### src/rtl/credit_rx_buffer.sv
// rtl/credit_rx_buffer.sv - receive buffer for a credit-based link, one credit returned per consumed word
// Optional sticky overflow detection and port o_overflow under `ifdef CREDIT_RX_OVF_DET_EN.
module credit_rx_buffer #(
  parameter int N_CREDITS  = 10,
  parameter int DATA_WIDTH = 32,
  localparam int CW = $clog2(N_CREDITS + 1),
  localparam int PW = (N_CREDITS > 1) ? $clog2(N_CREDITS) : 1
) (
  input  logic                  clock,
  input  logic                  reset_n,
  input  logic                  i_valid,
  input  logic [DATA_WIDTH-1:0] i_data,
  output logic                  o_valid,
  output logic [DATA_WIDTH-1:0] o_data,
  input  logic                  i_ready,
  output logic                  o_credit,
`ifdef CREDIT_RX_OVF_DET_EN
  output logic                  o_overflow,
`endif
  output logic [CW-1:0]         o_count
);

  logic [DATA_WIDTH-1:0] mem_q [N_CREDITS];
  logic [PW-1:0]         wr_ptr_q, wr_ptr_d;
  logic [PW-1:0]         rd_ptr_q, rd_ptr_d;
  logic [CW-1:0]         count_q, count_d;
  logic                  credit_q, credit_d;
  logic                  full, push, pop;

  // Depth need not be a power of two, so wrap on the last index instead of masking.
  function automatic logic [PW-1:0] ptr_inc(input logic [PW-1:0] p);
    return (p == PW'(N_CREDITS - 1)) ? '0 : p + PW'(1);
  endfunction

  always_comb begin
    full     = (count_q == CW'(N_CREDITS));
    pop      = o_valid & i_ready;
    push     = i_valid & (~full | pop);
    wr_ptr_d = push ? ptr_inc(wr_ptr_q) : wr_ptr_q;
    rd_ptr_d = pop ? ptr_inc(rd_ptr_q) : rd_ptr_q;
    credit_d = pop;
    count_d  = count_q;
    if (push && !pop) begin
      count_d = count_q + CW'(1);
    end else if (pop && !push) begin
      count_d = count_q - CW'(1);
    end
  end

  always_ff @(posedge clock or negedge reset_n) begin
    if (!reset_n) begin
      wr_ptr_q <= '0;
      rd_ptr_q <= '0;
      count_q  <= '0;
      credit_q <= 1'b0;
    end else begin
      wr_ptr_q <= wr_ptr_d;
      rd_ptr_q <= rd_ptr_d;
      count_q  <= count_d;
      credit_q <= credit_d;
    end
  end

  // Storage is deliberately left out of reset; o_valid masks stale contents.
  always_ff @(posedge clock) begin
    if (push) begin
      mem_q[wr_ptr_q] <= i_data;
    end
  end

  assign o_valid  = (count_q != '0);
  assign o_data   = mem_q[rd_ptr_q];
  assign o_credit = credit_q;
  assign o_count  = count_q;

`ifdef CREDIT_RX_OVF_DET_EN
  logic ovf_q, ovf_d;
  logic ovf_event;

  always_comb begin
    ovf_event = i_valid & full & ~pop;
    ovf_d     = ovf_q | ovf_event;
  end

  always_ff @(posedge clock or negedge reset_n) begin
    if (!reset_n) begin
      ovf_q <= 1'b0;
    end else begin
      ovf_q <= ovf_d;
      if (ovf_event) begin
        $error("credit_rx_buffer: word launched into full buffer without credit");
      end
    end
  end

  assign o_overflow = ovf_q;
`endif

endmodule

### config.mk
export PLATFORM = sky130hd
export DESIGN_NAME = credit_rx_buffer
export DESIGN_NICKNAME = d
export VERILOG_FILES = /design/src/rtl/credit_rx_buffer.sv
export SDC_FILE = /design/constraint.sdc
export NUM_CORES = 1
export LEC_CHECK = 0
export ABC_CLOCK_PERIOD_IN_PS = 5020
export CORE_ASPECT_RATIO = 1.5
export CORE_MARGIN = 2
export CORE_UTILIZATION = 32
export CTS_BUF_LIST = sky130_fd_sc_hd__clkbuf_4 sky130_fd_sc_hd__clkbuf_8
export DETAILED_ROUTE_END_ITERATION = 8
export PLACE_DENSITY_LB_ADDON = 0.05
export REMOVE_ABC_BUFFERS = 1
export SETUP_SLACK_MARGIN = 0.5
export SLEW_MARGIN = 20
export SYNTH_ARGS = -nofsm -noshare
export SYNTH_HDL_FRONTEND = slang
export SYNTH_SLANG_ARGS = --single-unit
### constraint.sdc
create_clock -name clock -period 5.02 [get_ports clock]
set_clock_uncertainty 0.05 [all_clocks]
set_input_delay 0.753 -clock clock [delete_from_list [all_inputs] [get_ports clock]]
set_output_delay 0.753 -clock clock [all_outputs]
set_load 0.01 [all_outputs]
# ---- Word-level counts from Yosys, hierarchy flattened
# Memories as Yosys holds them, arrays and structs flattened.
# Cells that the tools add are included.
dict set report totals {
  regBits 13
  ramBits 320
  input_bits 36
  output_inout_bits 38
  word_cells 28
  mem_count 1
}
# memory words width rd rd_clocked_by_memory_dff write_ports line
set mem_list {}
lappend mem_list {mem_q 10 32 1 0 1 23} ;# logic [DATA_WIDTH-1:0] mem_q [N_CREDITS];
dict set report op_classes {
  addsub 4
  n_eq_ne 3
  n_mux 6
  bitwise 4
  n_reduce_logical 6
}
# op count
set op_table {}
lappend op_table {{4-bit 2-to-1 mux} 4}
lappend op_table {{4-bit by 1-bit adder with 4-bit output (second input constant)} 3}
lappend op_table {{4-bit == test (second input constant)} 3}
lappend op_table {{4-bit nonzero test} 1}
lappend op_table {{4-bit by 1-bit subtractor with 4-bit output (second input constant)} 1}
lappend op_table {{1-bit bitwise AND} 2}
lappend op_table {{1-bit logical AND} 2}
lappend op_table {{1-bit logical NOT} 2}
lappend op_table {{1-bit 2-to-1 mux} 2}
lappend op_table {{2-bit nonzero test} 1}
lappend op_table {{1-bit NOT} 1}
lappend op_table {{1-bit bitwise OR} 1}

# ---- Longest topological paths before layout
dict set report depth {
  depth_word 8
  mapped_depth 10
  ltp_nobuf 10
}

# ---- Worst setup path before layout
# OpenSTA, ideal clock, no wires.
dict set report synth_timing {
  kind {input port to flip-flop}
  from {in i_ready}
  to {mem mem_q[7][0], enable pin}
  setup_time_ps 516
  arrival_ps 4344
  required_time_ps 4454
  slack_ps 110
  stages 2
  n_path_buf 0
  cell_sequence {o41ai_4 -> nor4b_1}
}
dict set report synth_via {
  elab_chain_cells 5
}
# item line
set synth_rtl {}
lappend synth_rtl {{start, declared} 15} ;# input logic i_ready,
lappend synth_rtl {{1-bit bitwise AND} 37} ;# pop = o_valid & i_ready;
lappend synth_rtl {{1-bit bitwise OR} 38} ;# push = i_valid & (~full | pop);
lappend synth_rtl {{1-bit bitwise AND} 38}
lappend synth_rtl {{1-bit 2-to-1 mux} 66} ;# if (push) begin
lappend synth_rtl {{1-bit 2-to-1 mux (not written as such)} 67} ;# mem_q[wr_ptr_q] <= i_data;
lappend synth_rtl {{end, declared} 23}
# Every way passes these cells.

# ---- Worst setup path after layout
dict set report layout_timing {
  from {reg rd_ptr_q[1]}
  to {out o_data[28]}
}
dict set report layout_via {
  elab_chain_cells 1
}
# item line
set layout_rtl {}
lappend layout_rtl {{start, declared} 25} ;# logic [PW-1:0] rd_ptr_q, rd_ptr_d;
lappend layout_rtl {{start signal, assigned} 58} ;# rd_ptr_q <= rd_ptr_d;
lappend layout_rtl {{memory 10 x 32 bit} --}
lappend layout_rtl {{end, declared} 14} ;# output logic [DATA_WIDTH-1:0] o_data,
# Every way passes these cells.

==> flow_summary.yaml <==
clock_tree:
  clk-insertion-delay-late_ps: 590
  cts.sinks: 333
  cts.reportedPaths.clkPinSlew_ps: 70
  cts_resized: 0
  max_root_sink_buffers: 3
  post_cts.repair.setup_buffers: 0
  htree_num_levels: 2
  cts_root_buf: "clkbuf_8"
  cts_made_buffers: 53
  tritoncts: "built"
  cts.hold.buffers_added: 0
yosys:
  yosys.cell_count.top_type: "edfxtp_1"
  ys_types: 37
  postSynthCellCount: 696
  sequential_share_of_the_synthesized_area_pct: 76.1
  ys_warn_count: 0
  ys_ff_latch: 333
  synth-simple-area-share_pct: 3.37
  netlist_top_cells_count: "320 x edfxtp_1, 98 x mux2_2, 42 x nand2_1"
  ys_dominant_reg_cell: "edfxtp_1"
  synth-compound-area-share_pct: 4.17
  synth_top_cell_area_share_pct: 73.6
  async_reset_ff_share_pct: 3.90
  synth_enable_flop_cells: 320
  main_combinational_cell_family_by_area_after_synthesis: "multiplexers"
  yosys.area.top_type: "edfxtp_1"
  post_synth.cell_area_avg_um2: 18.8
  netlist_area_mm2: 0.0131
  area_contributors_post_synth: "edfxtp_1 74%, mux2_2 8.4%, mux4_2 5.5%, dfrtp_1 2.5%, o31ai_1 1.9%"
  synth_xor_area_share_pct: 0.402
  post_synth_fa_ha_maj_area_fraction_pct: 0.441
  post_synth_mux_area_share_pct: 14.0
layout:
  drive_above_1_share_pct: 30.1
  seq_area_mm2: 0.00994
  finalNetCount: 846
  stdcell_count: 1352
  area.growth.synth_to_final_pct: 19.2
  fin_util_pct: 38.7
  design_area_mm2: 0.0156
  filler_cell_count: 3646
  multi_input_comb_area_mm2: 0.00299
floorplanning:
  effective_utilization_at_floorplan_pct: 32.5
  die_x_um: 169
  core_mm2: 0.0402
  placementRows: 90
  fp.dieH_um: 251
  floorplan.io_pins: 74
  die_footprint_mm2: 0.0425
setup_path:
  worstReg2RegStart: "o_count[0]"
  timing.reg2reg.setup_slack_ps: 2010
  cp_cell_sequence: "nand2b_1 > buf_4 > o22ai_1 > o31ai_1 > clkdlybuf4s50_1"
  worstPathBufferInverterCount: 2
  cpMaxStageDelayCell: "nand2b_1"
  crit_path_max_fanout: 15
  crit_path_start_kind: "flop"
  setup_cp_type: "reg -> out"
  crit_required_ps: 4220
  critPathMaxStageDelay_ps: 620
  endpoint_kind: "output port"
  critical_path_arrival_ps: 3260
  cpLargestDelayFamily: "buffers and inverters"
  cp-startpoint: "rd_ptr_q[1]"
sta:
  slew_at_the_pin_closest_to_its_max_slew_limit_ps: 1020
  final.period_utilization_pct: 80.9
  max_clock_freq_mhz: 246
  rsz0062_at_grt: "no"
  totalNegativeSetupSlack_ps: 0
  setup_ws_ps: 959
  whs_ps: 505
  timing.final.max_slew_violations: 0
  report.final.setup_viol: 0
  final-hold-violation-count: 0
  min_period_ps: 4060
  worst_slew_margin_relative_to_its_limit_pct: 31.9
route:
  drc: 0
  ant_nets: 0
  routed_via_density: 4.96
  wire_per_inst_um: 22.6
  first_pass_iters: 4
  route.vias.total: 6700
  drtIter0Drc: 350
  routed_wl_mm: 30.5
global_routing:
  grt_start_max_net_pins: 48
  grt.overflow.total: 0
  grt_util_all_layers_pct: 14.8
  grt_antenna_before_repair: 2
  grt_pass1_vias: 7548
  grt_pass1_wl_mm: 46.2
placed_design:
  place_ws_ps: 1330
  port-buffer-count: 73
  placement.cell_area_mm2: 0.0145
  gp_congestion: 0.718
  hpwlAfterDp_mm: 16.7
  place.detailed.instances: 1257
worst_hold_path:
  holdCritPathClass: "in -> async"
power_and_ir_drop:
  vdd_drop_max_uv: 272
  power.density_cell_area_mw_per_mm2: 572
  p_leak_nw: 5.02
  post-layout-total-power_mw: 8.91
status:
  outcome: "completed"
run:
  drv.max_cap_violation_count: 0
[power breakdown]
part           total (mW)  switching, mW  internal (mW)
Sequential           3.73          0.310           3.42
Clock                2.27           1.02           1.25
Combinational        2.90           1.46           1.44
Total                8.91           2.80           6.11
[state kept, by name (all words and copies together) (netlist names)]
name / flops
mem_q: 320
o_count: 4
rd_ptr_q: 4
wr_ptr_q: 4
o_credit: 1
[cells by family after synthesis]
group	after synthesis
flops	333
fa+ha+maj	4
xor+xnor	6
buf+inv	44
mux	131
compound gates	76
simple gates	102
[placed cells by master, fill, tap and decap left out, types with 2 or more instances in the layout]
| cell type | count |
|---|---|
| nor2_4 | 5 |
| clkbuf_8 | 61 |
| inv_1 | 4 |
| o21ai_0 | 4 |
| dfrtp_1 | 10 |
| clkdlybuf4s50_1 | 73 |
| clkinv_2 | 2 |
| nor2_1 | 34 |
| nand2_1 | 42 |
| o31ai_1 | 33 |
| buf_4 | 19 |
| ha_1 | 3 |
| dfrtp_2 | 2 |
| o22ai_1 | 32 |
| mux2_2 | 98 |
| buf_12 | 3 |
| nand2b_1 | 4 |
| xnor2_1 | 5 |
| nand3_1 | 2 |
| nor2b_1 | 2 |
| edfxtp_1 | 320 |
| clkbuf_4 | 21 |
| nor3_1 | 3 |
| nor3_2 | 3 |
| clkinv_1 | 9 |
| mux4_2 | 32 |
[worst reg2reg max path: stages (launching register included)]
cell and delay, ps:
dfrtp_1 500, o41ai_4 660, inv_1 190, ha_1 270
inv_1 160, ha_1 260, a21o_2 230, a2111oi_0 430
o31ai_1 140
[cell type report]
cell class	count	area share, %
antenna	1	0.0161
multi-input combinational	319	19.2
inverter	4	0.0964
tap	506	4.07
clock buffer	82	6.41
clock inverter	12	0.330
timing repair buffer	95	6.00
sequential	333	63.9
[layer usage]
metal  GRT usage [%]  wire length, um  share of wire, %
met1            18.4            13100                43
met2            25.2            15300                50
met3            3.26             1320               4.3
met4            5.44              863               2.8
met5               0               11             0.036
[final timing paths]
check | end | cells after the start
hold reg to reg | wr_ptr_q[2] | 1
max in group asynchronous | rd_ptr_q[0] | 1
hold / removal | o_credit | 1
min in group clock | wr_ptr_q[2] | 1
setup / recovery | o_data[28] | 5
setup reg to reg | o_count[3] | 8
(Power assumes the default switching activity.)
